===== config.mk =====
export PLATFORM = sky130hd
export DESIGN_NAME = instr_sequencer
export DESIGN_NICKNAME = d
export VERILOG_FILES = /design/src/rtl/seq_pkg.sv /design/src/rtl/prog_mem.sv /design/src/rtl/instr_sequencer.sv
export SDC_FILE = /design/constraint.sdc
export NUM_CORES = 1
export LEC_CHECK = 0
export CORE_MARGIN = 1.5
export CORE_UTILIZATION = 35
export CTS_BUF_LIST = sky130_fd_sc_hd__clkbuf_16
export DETAILED_ROUTE_END_ITERATION = 8
export MAX_ROUTING_LAYER = met4
export PLACE_DENSITY = 0.57
export SETUP_SLACK_MARGIN = 0.2
export SYNTH_ARGS = -nofsm -noshare
export SYNTH_HDL_FRONTEND = slang
export SYNTH_SLANG_ARGS = --single-unit

===== constraint.sdc =====
create_clock -name clk -period 3.2 [get_ports clk]
set_clock_uncertainty 0.05 [all_clocks]
set_input_delay 0.32 -clock clk [delete_from_list [all_inputs] [get_ports clk]]
set_output_delay 0.32 -clock clk [all_outputs]
set_load 0.05 [all_outputs]

===== src/rtl/seq_pkg.sv =====
// Shared types and constants for the instruction sequencer.
package seq_pkg;

  typedef enum logic [2:0] {
    S_IDLE   = 3'd0,
    S_FETCH  = 3'd1,
    S_ISSUE  = 3'd2,
    S_WAIT   = 3'd3,
    S_FINISH = 3'd4,
    S_ERR    = 3'd5
  } seq_state_t;

  localparam int INSTR_W = 16;

  // Instruction field positions as seen by the control unit.
  localparam int DEST_MSB = 15;
  localparam int DEST_LSB = 13;
  localparam int SRC_MSB  = 12;
  localparam int SRC_LSB  = 10;
  localparam int ALU_MSB  = 6;
  localparam int ALU_LSB  = 3;
  localparam int MODE_BIT = 2;

  localparam int DEFAULT_TIMEOUT = 15;

endpackage


===== src/rtl/prog_mem.sv =====
// Program buffer: DEPTH x 16 words, synchronous write, registered read with enable.
module prog_mem
  import seq_pkg::*;
#(
  parameter  int DEPTH = 16,
  localparam int AW    = $clog2(DEPTH)
) (
  input  logic               clk,
  input  logic               reset,
  input  logic               we,
  input  logic [AW-1:0]      wr_addr,
  input  logic [INSTR_W-1:0] wr_data,
  input  logic               rd_en,
  input  logic [AW-1:0]      rd_addr,
  output logic [INSTR_W-1:0] rd_data
);

  logic [INSTR_W-1:0] mem [DEPTH];

  // Store a program word.
  // NOTE: the array has no reset branch so it maps onto plain RAM; software loads it before use.
  always_ff @(posedge clk) begin
    if (we) mem[wr_addr] <= wr_data;
  end

  // Read port register; it only updates when asked, so it doubles as the held instruction.
  always_ff @(posedge clk or posedge reset) begin
    if (reset)      rd_data <= '0;
    else if (rd_en) rd_data <= mem[rd_addr];
  end

endmodule


===== src/rtl/instr_sequencer.sv =====
// Fetches program words in order, issues each with a one-cycle run strobe and
// waits for a rising edge of done before moving on; aborts if done never comes.
module instr_sequencer
  import seq_pkg::*;
#(
  parameter  int DEPTH   = 16,
  parameter  int TIMEOUT = DEFAULT_TIMEOUT,
  localparam int AW      = $clog2(DEPTH),
  localparam int LW      = AW + 1
) (
  input  logic               clk,
  input  logic               reset,
  input  logic               prog_we,
  input  logic [AW-1:0]      prog_addr,
  input  logic [INSTR_W-1:0] prog_data,
  input  logic [LW-1:0]      prog_len,
  input  logic               start,
  input  logic               done,
  output logic [INSTR_W-1:0] instruction,
  output logic               run,
  output logic [AW-1:0]      pc,
  output logic               busy,
  output logic               finished,
  output logic               error
);

  localparam int              TMO_W    = $clog2(TIMEOUT + 1);
  // Last counter value still allowed in WAIT; one more idle cycle aborts.
  localparam logic [TMO_W-1:0] TMO_LAST = TMO_W'(TIMEOUT - 1);

  seq_state_t       state_q, state_d;
  logic [AW-1:0]    pc_q, pc_d;
  logic [LW-1:0]    len_q, len_d;
  logic [TMO_W-1:0] tmo_q, tmo_d;
  logic             done_d;
  logic             done_rise;
  logic             rd_en;
  logic             mem_we;
  logic             last_word;
  logic [LW-1:0]    len_clamped;

  assign done_rise   = done & ~done_d;
  assign last_word   = ({1'b0, pc_q} == (len_q - LW'(1)));
  assign len_clamped = (prog_len > LW'(DEPTH)) ? LW'(DEPTH) : prog_len;
  assign mem_we      = prog_we & ~busy;
  assign pc          = pc_q;

  prog_mem #(.DEPTH(DEPTH)) u_prog_mem (
    .clk     (clk),
    .reset   (reset),
    .we      (mem_we),
    .wr_addr (prog_addr),
    .wr_data (prog_data),
    .rd_en   (rd_en),
    .rd_addr (pc_q),
    .rd_data (instruction)
  );

  // State, program counter, length, timeout counter and done history.
  // NOTE: clocked state uses <= so every register samples pre-edge values regardless of statement order.
  always_ff @(posedge clk or posedge reset) begin
    if (reset) begin
      state_q <= S_IDLE;
      pc_q    <= '0;
      len_q   <= '0;
      tmo_q   <= '0;
      done_d  <= 1'b0;
    end else begin
      state_q <= state_d;
      pc_q    <= pc_d;
      len_q   <= len_d;
      tmo_q   <= tmo_d;
      done_d  <= done;
    end
  end

  // Next-state decode and state-derived outputs.
  // NOTE: every output of this block is given a default first, so no path leaves one unassigned (no latch).
  always_comb begin
    state_d  = state_q;
    pc_d     = pc_q;
    len_d    = len_q;
    tmo_d    = tmo_q;
    rd_en    = 1'b0;
    run      = 1'b0;
    busy     = 1'b1;
    finished = 1'b0;
    error    = 1'b0;

    unique case (state_q)
      S_IDLE: begin
        busy = 1'b0;
        if (start) begin
          if (prog_len == '0) begin
            state_d = S_FINISH;
          end else begin
            len_d   = len_clamped;
            pc_d    = '0;
            state_d = S_FETCH;
          end
        end
      end
      S_FETCH: begin
        rd_en   = 1'b1;
        state_d = S_ISSUE;
      end
      S_ISSUE: begin
        run     = 1'b1;
        tmo_d   = '0;
        state_d = S_WAIT;
      end
      S_WAIT: begin
        if (done_rise) begin
          if (last_word) begin
            state_d = S_FINISH;
          end else begin
            pc_d    = pc_q + AW'(1);
            state_d = S_FETCH;
          end
        end else if (tmo_q == TMO_LAST) begin
          state_d = S_ERR;
        end else begin
          tmo_d = tmo_q + TMO_W'(1);
        end
      end
      S_FINISH: begin
        finished = 1'b1;
        state_d  = S_IDLE;
      end
      S_ERR: begin
        error = 1'b1;
      end
      default: begin
        state_d = S_IDLE;
      end
    endcase
  end

endmodule


* Word level (Yosys, flattened, before mapping)
Memory sizes are Yosys's and may differ from the RTL's. A register that Yosys moved wholly into a read port is not among the register bits. Cells that the tools add are included.
Word-level totals: memories kept 1, input port bits 30, output and inout port bits 24, memory bits (writable) 256, flip-flop bits (word level) 17, logic and storage cells 59
Memories:
- u_prog_mem.mem | words 16, bits a word 16, read ports 1, clocked after Yosys merged registers in 1, write ports 1, line prog_mem.sv:18 | logic [INSTR_W-1:0] mem [DEPTH];
Operators by class: equality and inequality tests 14, bitwise gates (word level) 5, mux-type cells 22, add/subtract/negate cells 3, reduce and logical (&&, ||, !) cells 8, $lt $le $gt $ge 1
Operators by type and width (number):
- $mux W4 | 6
- $pmux W4 S2 | 2
- $mux W3 | 5
- $pmux W3 S5 | 1
- $ne A2 B2 Y1 const B | 6
- $reduce_and A3 Y1 | 3
- $add A4 B1 Y4 const B | 2
- $mux W1 | 7
- $eq A3 B2 Y1 const B | 2
- $eq A3 B3 Y1 const B | 2
- $eq A4 B5 Y1 | 1
- $gt A5 B5 Y1 const B | 1
- $logic_not A5 Y1 | 1
- $mux W5 | 1
- $reduce_and A5 Y1 | 1
- $sub A5 B1 Y5 const B | 1
- $eq A4 B4 Y1 const B | 1
- $reduce_bool A2 Y1 | 2
- $eq A3 B1 Y1 const B | 1
- $logic_not A3 Y1 | 1
- $ne A3 B3 Y1 const B | 1
- $not A1 Y1 | 3
- $and A1 B1 Y1 | 2

* Depth between registers and ports, before layout
Gate-level depths: netlist of the first run.
depth after elaboration 5, mapped depth 7, mapped depth without buffers 7

* Modules after synthesis
A second synthesis of the first run with hierarchy kept.
Unflattened totals: cells, all modules 567, area, all modules 11502.3 um^2
By module, submodules not included:
- prog_mem | cells each 453, instances 1, area an instance 10467.5 um^2
- instr_sequencer | cells each 114, instances 1, area an instance 1034.7 um^2

* Worst setup path before layout of the first run
OpenSTA, ideal clock, no wires.
kind register to register, start point register state_q[1], end point memory u_prog_mem.mem[0][0] (enable), cell stages (with the launch flop) 6, data arrival time 2.504 ns, setup slack 0.237 ns, period minus slack after synthesis 2.963 ns, path buffers 1, cell sequence dfrtp_1 > clkbuf_1 > nor3_1 > nand2_1 > or3_1 > nor3_1
On the way: word-level cells in the longest chain between the ends 4
RTL lines:
- start, declared | line instr_sequencer.sv:31 | seq_state_t state_q, state_d;
- start signal, assigned | line instr_sequencer.sv:69 | state_q <= state_d;
- $logic_not A3 Y1 | line instr_sequencer.sv:90 | unique case (state_q)
- $and A1 B1 Y1 | line instr_sequencer.sv:45 | assign mem_we = prog_we & ~busy;
- $mux W1 | line prog_mem.sv:23 | if (we) mem[wr_addr] <= wr_data;
- $mux W1 (not written as such) | line prog_mem.sv:23
- end, declared | line prog_mem.sv:18
Every way passes these cells.

* Worst setup path in the final report of the first run
start point register pc_q[2], in the netlist pc[2], end point output port pc[2]
RTL lines:
- start, declared | line instr_sequencer.sv:32 | logic [AW-1:0] pc_q, pc_d;
- start signal, assigned | line instr_sequencer.sv:70 | pc_q <= pc_d;
- end, declared | line instr_sequencer.sv:21 | output logic [AW-1:0] pc,
No word-level cell between the ends.

==> reports/metrics.sh, run 1 <==
YOSYSWARNINGS=0
CTS_MADE_BUFFERS=29
FINALCRITICALPERIOD_PS=2880
SYNTH_FP_NETS=636
GLOBAL_ROUTE_MET1_UTILIZATION_PCT=20.9
DETAILROUTE.VIA_COUNT=5789
SYNTH-SEQ-AREA-SHARE_PCT=74.6
DPL.HPWL_UM=14800
ROOT_CELL_OF_THE_CLOCK_TREE='sky130_fd_sc_hd__clkbuf_16'
INITIAL_ANTENNA_VIOLATION_COUNT=0
POST_CTS_RESIZED=0
POST-CTS-SETUP-BUFFER-COUNT=0
MEASURED_SLEW_AT_THE_WORST_SLEW_CHECK_PIN_PS=968
FINAL_AREA_SQ_MM=0.0136
CLOCK_SINKS=289
CLK_PIN_SLEW_WORST_PATHS_PS=70
POST-ROUTE-DRC-COUNT=0
SYN_AVG_CELL_AREA_SQ_UM=18.9
ANTENNA_CELLS_INSERTED=0
WORST_EP_ARRIVAL_TIME_PS=2510
NUM_IO_PINS=54
LEAKAGE_nW=4.37
SETUP-VIOLATIONS-FINAL=0
GRT_FIRST_PASS_WIRELENGTH_UM=38200
FLOORPLAN.INITIALDENSITY_PCT=35.9
DRT.ANTENNA.VIOLATING_NETS=0
CRITICAL_PATH.CELL_CHAIN='buf_4, clkdlybuf4s50_1'
CP_MAX_FO=43
CRITICAL_PATH_BUF_INV_COUNT=2
WL_UM=25500
MIN_PATH_TYPE='in2async'
MAXCLOCKFREQUENCY_MHz=347
YOSYS_REGISTER_BITS=289
GRT_PASS1_VIAS=6153
MAXCAP_VIOL_COUNT=0
SYNTH_EDF_COUNT=256
DP_WORST_SETUP_SLACK_PS=781
DRT_ITER0_MARKERS=382
REG2REG_FROM='state_q[0]'
WORST_EP_REQUIRED_TIME_PS=2830
STARTPOINT_TYPE='flip-flop'
CRIT_FAMILY='buffers and inverters'
PATH_CLASS='reg2out'
POST_ROUTE_CELLS_DRIVE_ABOVE_1_SHARE_PCT=21.7
HOLDBUFCOUNTCTS=0
WHS_PS=129
PLACEABLECOREAREA_SQ_MM=0.0318
TOP_USAGE_LAYER='met2'
GRT_USE_TOTAL_PCT=15.9
CELLPOWERDENSITY_mW_PER_MM2=808
POST_DRT_WL_PER_CELL_UM=22.4
FINAL_MAX_SLEW_VIOL_COUNT=0
PLACE.PORT_BUFFERS=53
CPPEAKSTAGEDELAY_PS=950
FP.DIEAREA_SQ_MM=0.0337
NUM-NETS-FINAL=716
SETUP-TNS-FINAL_PS=0
FINAL_WEIGHTED_CONGESTION_IN_ROUTABILITY_DRIVEN_PLACEMENT=0.860
CLK_LATENCY_PS=550
ROWS=65
WORST_SETUP_PATH_END_KIND='output pin'
SETUP_CRIT_START='pc[2]'
CRITICAL_PATH_TOP_DELAY_CELL='sky130_fd_sc_hd__clkdlybuf4s50_1'
FP.DIEH_UM=184
HOLD_VIOL=0
SYNTH_TOP_FLOP_CELL='sky130_fd_sc_hd__edfxtp_1'
AREA_DELTA_SYNTH_FINAL_PCT=18.9
OUTCOME='finished clean'
GRTUSAGEMET2_PCT=25.8
VDD_IR_DROP_MAX_mV=0.581
PLACED_AREA_SQ_MM=0.0126
WORST_SLACK_PS=320
GRT.MET3_USAGE_PCT=2.69
NETLIST_INSTANCES=602
DRT_PRE_ANTENNA_ITERS=6
CTS-HTREE-LEVELS=1
GRT_START_MAX_NET_PINS=71
PERIOD_SHARE_PCT=90.0
SYNTH-ASYNC-RESET-RATIO_PCT=11.4
SYNTH.CELL_AREA_SQ_MM=0.0114
CHIPWIDTH_UM=184
VIAS_PER_CELL=5.08
WORST_SLEW_MARGIN_REL_PCT=35.4
CLOCK_PATH_BUFFERS=3
FIN_TOTAL_PWR_mW=11.0
CTS_TREE='yes'
RSZ0062_AT_GRT='false'
GRT-OVFL-TOTAL=0
POST_SYNTH_NUM_CELL_TYPES=45
[synthesized netlist by cell type, types with 2 or more instances]
| cell | n | area, sq um |
|---|---|---|
| sky130_fd_sc_hd__a211o_1 | 2 | 17.5 |
| sky130_fd_sc_hd__a21boi_0 | 5 | 37.5 |
| sky130_fd_sc_hd__a21oi_1 | 18 | 90.1 |
| sky130_fd_sc_hd__a22oi_1 | 5 | 37.5 |
| sky130_fd_sc_hd__a31oi_1 | 6 | 37.5 |
| sky130_fd_sc_hd__and3_1 | 2 | 12.5 |
| sky130_fd_sc_hd__buf_1 | 3 | 11.3 |
| sky130_fd_sc_hd__buf_2 | 9 | 45.0 |
| sky130_fd_sc_hd__clkbuf_1 | 15 | 56.3 |
| sky130_fd_sc_hd__dfrtp_1 | 33 | 826 |
| sky130_fd_sc_hd__edfxtp_1 | 256 | 7690 |
| sky130_fd_sc_hd__ha_1 | 4 | 50.1 |
| sky130_fd_sc_hd__inv_1 | 6 | 22.5 |
| sky130_fd_sc_hd__mux2_2 | 16 | 180 |
| sky130_fd_sc_hd__mux2i_1 | 33 | 330 |
| sky130_fd_sc_hd__mux4_2 | 54 | 1220 |
| sky130_fd_sc_hd__nand2_1 | 16 | 60.1 |
| sky130_fd_sc_hd__nand2b_1 | 11 | 68.8 |
| sky130_fd_sc_hd__nand3_1 | 5 | 25.0 |
| sky130_fd_sc_hd__nand4_1 | 2 | 12.5 |
| sky130_fd_sc_hd__nor2_1 | 34 | 128 |
| sky130_fd_sc_hd__nor2b_1 | 2 | 12.5 |
| sky130_fd_sc_hd__nor3_1 | 10 | 50.1 |
| sky130_fd_sc_hd__nor3b_1 | 2 | 15.0 |
| sky130_fd_sc_hd__o21ai_0 | 22 | 110 |
| sky130_fd_sc_hd__o22ai_1 | 6 | 37.5 |
| sky130_fd_sc_hd__or3_1 | 2 | 12.5 |
| sky130_fd_sc_hd__xnor2_1 | 5 | 43.8 |
| sky130_fd_sc_hd__xor2_1 | 2 | 17.5 |
[cell families (layout without fill, tap and decap cells)]
| logic type | Yosys count | after routing | share of synthesized area, % |
|---|---|---|---|
| flops | 289 | 289 | 74.6 |
| mux | 103 | 103 | 15.1 |
| simple gates | 91 | 91 | 3.82 |
| compound gates | 73 | 73 | 4.08 |
| buf+inv | 35 | 138 | 1.35 |
| xor+xnor | 7 | 7 | 0.538 |
| fa+ha+maj | 4 | 4 | 0.439 |
[final timing paths]
check | end | slack [ps] | cells after the start
worst max register to register | u_prog_mem.mem[12][4] | 720 | 5
max in group asynchronous | pc[2] | 2140 | 3
worst min register to register | u_prog_mem.rd_data[9] | 500 | 2
min in group clk | done_d | 210 | 1
worst max-delay path | pc[2] | 320 | 2
worst min-delay path | state_q[0] | 130 | 2
[per-layer routing]
metal / routed length [um] / vias to the layer above / share of wire, %
met2: 12200 / 167 / 48
met3: 1320 / 44 / 5.2
met1: 11300 / 2999 / 45
met4: 592 / 0 / 2.3
met5: 0 / - / 0
li1: - / 2579 / -
[cell usage in the layout (no fill, tap or decap), types with 18 or more instances in the layout]
cell                              instances
sky130_fd_sc_hd__buf_4                   23
sky130_fd_sc_hd__dfrtp_1                 30
sky130_fd_sc_hd__a21oi_1                 18
sky130_fd_sc_hd__mux4_2                  54
sky130_fd_sc_hd__nor2_1                  23
sky130_fd_sc_hd__mux2i_1                 33
sky130_fd_sc_hd__edfxtp_1               256
sky130_fd_sc_hd__clkdlybuf4s50_1         53
sky130_fd_sc_hd__clkbuf_16               29
sky130_fd_sc_hd__o21ai_0                 22
[state kept, by name (all words and copies together), names as in the netlist]
name                flops
u_prog_mem.mem        256
u_prog_mem.rd_data     16
len_q                   5
pc                      4
tmo_q                   4
state_q                 3
done_d                  1
[cell type report]
class,count,area (sq um)
Fill cell,2821,18200
Sequential cell,289,8520
Timing Repair Buffer,78,743
Inverter,6,22.5
Clock buffer,29,726
Tap cell,435,544
Clock inverter,25,219
Multi-Input combinational cell,278,2790
[power breakdown]
group	switching, mW	internal (mW)
logic	1.68	1.31
clock network	1.38	1.96
registers	0.298	4.32
[per-stage QoR]
stage / instances / util [%]
final: 1140 / 42.6
after global routing: 1140 / 42.6
after CTS: 1140 / 42.6
after detailed placement: 1086 / 39.7
after global placement: 1086 / 39.7
after floorplan: 602 / -
Note: power is estimated with default switching activity, not from simulation.
==> run 2, diff against run 1 <==
CORE_UTILIZATION = 45   (was 35)
PLACE_DENSITY = 0.68   (was 0.57)
==> run 2 against run 1 <==
  * Cell area decreased by 1.7%
  * Global-route usage up 3.3 points
  * Sequential power barely moved
  * Critical path depth unchanged
  * Fmax rose by 1.2%
  * Sequential cell count stayed put
  * Combinational power about the same
  * Largest cell class unchanged
==> reports/metrics.sh, run 2 (same netlist as run 1, synthesis figures left out) <==
FLOORPLAN.INITIALDENSITY_PCT=45.6
POST-ROUTE-DRC-COUNT=0
INITIAL_ANTENNA_VIOLATION_COUNT=0
SETUP-TNS-FINAL_PS=0
FP.DIEH_UM=162
PATH_CLASS='reg2out'
FINALCRITICALPERIOD_PS=2850
ANTENNA_CELLS_INSERTED=0
GRT_FIRST_PASS_WIRELENGTH_UM=36200
CLOCK_SINKS=289
HOLDBUFCOUNTCTS=0
WL_UM=24000
LAYOUT.AREA.SEQ_SQ_MM=0.00852
WORST_SLEW_MARGIN_REL_PCT=39.8
CTS_MADE_BUFFERS=29
TIMING.REG2REG.WORST_PATH_DEPTH=5
WORST_EP_REQUIRED_TIME_PS=2830
MIN_PATH_TYPE='in2async'
FINAL_MAX_SLEW_VIOL_COUNT=0
POST_ROUTE_CELLS_DRIVE_ABOVE_1_SHARE_PCT=20.6
DETAILROUTE.VIA_COUNT=5856
NUM_IO_PINS=54
NFILLCELLS=1969
CRITICAL_PATH_BUF_INV_COUNT=2
OUTCOME='finished clean'
FINAL_WEIGHTED_CONGESTION_IN_ROUTABILITY_DRIVEN_PLACEMENT=0.806
GRT_START_MAX_NET_PINS=67
CRIT_FAMILY='buffers and inverters'
PLACE.PORT_BUFFERS=53
REG.LARGEST.LIST='u_prog_mem.mem: 256 flops, u_prog_mem.rd_data: 16 flops, len_q: 5 flops'
CP_MAX_FO=42
CELLPOWERDENSITY_mW_PER_MM2=790
WORST_EP_ARRIVAL_TIME_PS=2480
CRITICAL_PATH.CELL_CHAIN='buf_4, clkdlybuf4s50_1'
CTS_TREE='yes'
GRT_USE_TOTAL_PCT=19.3
LAYOUT.CELLS.NON_FILLER=1034
RRSETUPSLACK_PS=760
RSZ0062_AT_GRT='false'
AREA_OF_THE_MULTI_INPUT_GATES_SQ_MM=0.00279
HOLD_VIOL=0
MAXCAP_VIOL_COUNT=0
DPL.HPWL_UM=13900
DRT.ANTENNA.VIOLATING_NETS=0
REGISTERS.TOP_BY_FF_COUNT='u_prog_mem.mem'
SETUP-VIOLATIONS-FINAL=0
MAXCLOCKFREQUENCY_MHz=351
DRT_ITER0_MARKERS=472
MEASURED_SLEW_AT_THE_WORST_SLEW_CHECK_PIN_PS=903
R2R-END='u_prog_mem.mem[0][3]'
PLACEABLECOREAREA_SQ_MM=0.0250
ROOT_CELL_OF_THE_CLOCK_TREE='sky130_fd_sc_hd__clkbuf_16'
NUM-NETS-FINAL=715
LAYOUT_COMMONEST_CELL='sky130_fd_sc_hd__edfxtp_1'
GRT_PASS1_VIAS=5937
COMMONEST_CELLS_AFTER_ROUTING_FILL_AND_TAPS_ASIDE='sky130_fd_sc_hd__edfxtp_1 (256), sky130_fd_sc_hd__mux4_2 (54), sky130_fd_sc_hd__clkdlybuf4s50_1 (53), sky130_fd_sc_hd__mux2i_1 (33), sky130_fd_sc_hd__dfrtp_1 (30)'
CRITICAL_PATH_TOP_DELAY_CELL='sky130_fd_sc_hd__clkdlybuf4s50_1'
POST_CTS_RESIZED=0
DPL.CELL_COUNT=980
CLK_LATENCY_PS=540
STARTPOINT_TYPE='flip-flop'
LEAKAGE_nW=4.35
ROWS=58
REG2REG_FROM='state_q[1]'
CHIPWIDTH_UM=162
CLOCK_PATH_BUFFERS=3
DRT_PRE_ANTENNA_ITERS=5
WORST_SETUP_PATH_END_KIND='output pin'
LARGEST_REGISTER_FFS=256
CLK_PIN_SLEW_WORST_PATHS_PS=60
GRT-OVFL-TOTAL=0
AREA_DELTA_SYNTH_FINAL_PCT=16.9
PERIOD_SHARE_PCT=89.0
POST-CTS-SETUP-BUFFER-COUNT=0
CTS-HTREE-LEVELS=1
VDD_IR_DROP_MAX_mV=0.539
FP.DIEAREA_SQ_MM=0.0263
POST_DRT_WL_PER_CELL_UM=23.2
VIAS_PER_CELL=5.66
CPPEAKSTAGEDELAY_PS=930
run 2: cell types whose count changed in the layout (fill, tap and decap cells not counted), sizes merged:
cell	previous run	this run
buf	25	24
bufinv	4	0
clkinv	9	7
clkinvlp	1	0
inv	17	24
run 2: worst max-delay path by stage:
| stage | from | end | slack (ps) | cells past startpoint |
|---|---|---|---|---|
| after global placement | state_q[1] | u_prog_mem.mem[8][4] | 790 | 5 |
| final | pc[2] | pc[2] | 350 | 2 |
| after floorplan | state_q[1] | u_prog_mem.mem[0][0] | 240 | 5 |
| after CTS | pc[2] | pc[2] | 340 | 2 |
| after global routing | pc[2] | pc[2] | 290 | 2 |
| after detailed placement | state_q[1] | u_prog_mem.mem[8][5] | 750 | 5 |
run 2: area by class of cell:
| class | instances | area share (%) |
|---|---|---|
| clock buffer | 29 | 5.44 |
| clock inverter | 25 | 0.835 |
| inverter | 6 | 0.169 |
| sequential | 289 | 63.9 |
| timing repair buffer | 77 | 5.61 |
| tap | 330 | 3.10 |
| multi-input combinational | 278 | 20.9 |
run 2: tightest hold or removal path, cell delays in order:
cell                              delay (ps)
sky130_fd_sc_hd__clkdlybuf4s50_1         400
sky130_fd_sc_hd__inv_1                    60
sky130_fd_sc_hd__buf_4                   430
run 2: report_power, final:
group | internal, mW | leakage, nW | total, mW | switching, mW
sequential | 4.32 | 2.70 | 4.61 | 0.293
clock | 1.64 | 0.471 | 2.96 | 1.33
combinational | 1.32 | 1.17 | 2.96 | 1.64
total | 7.27 | 4.35 | 10.5 | 3.26
run 2: metrics by stage:
| stage | hold slack (ps) | total power [mW] | area [sq um] | setup WS (ps) | util (%) |
|---|---|---|---|---|---|
| 2_1_floorplan | 301 | 6.80 | 11400 | 237 | - |
| 3_3_place_gp | 452 | 7.61 | 12500 | 787 | 49.9 |
| 3_5_place_dp | 454 | 7.67 | 12500 | 748 | 49.9 |
| 4_1_cts | 163 | 10.6 | 13300 | 342 | 53.2 |
| 5_1_grt | 215 | 11.0 | 13300 | 286 | 53.2 |
| 6_report | 170 | 10.5 | 13300 | 353 | 53.2 |
run 2: per-layer routing:
layer	global-route usage, %	up-vias	part of all wire [%]
met1	27.2	3057	46
met4	5.25	0	2.5
met5	-	-	0
li1	-	2585	-
met2	29.8	173	47
met3	2.78	41	4.4
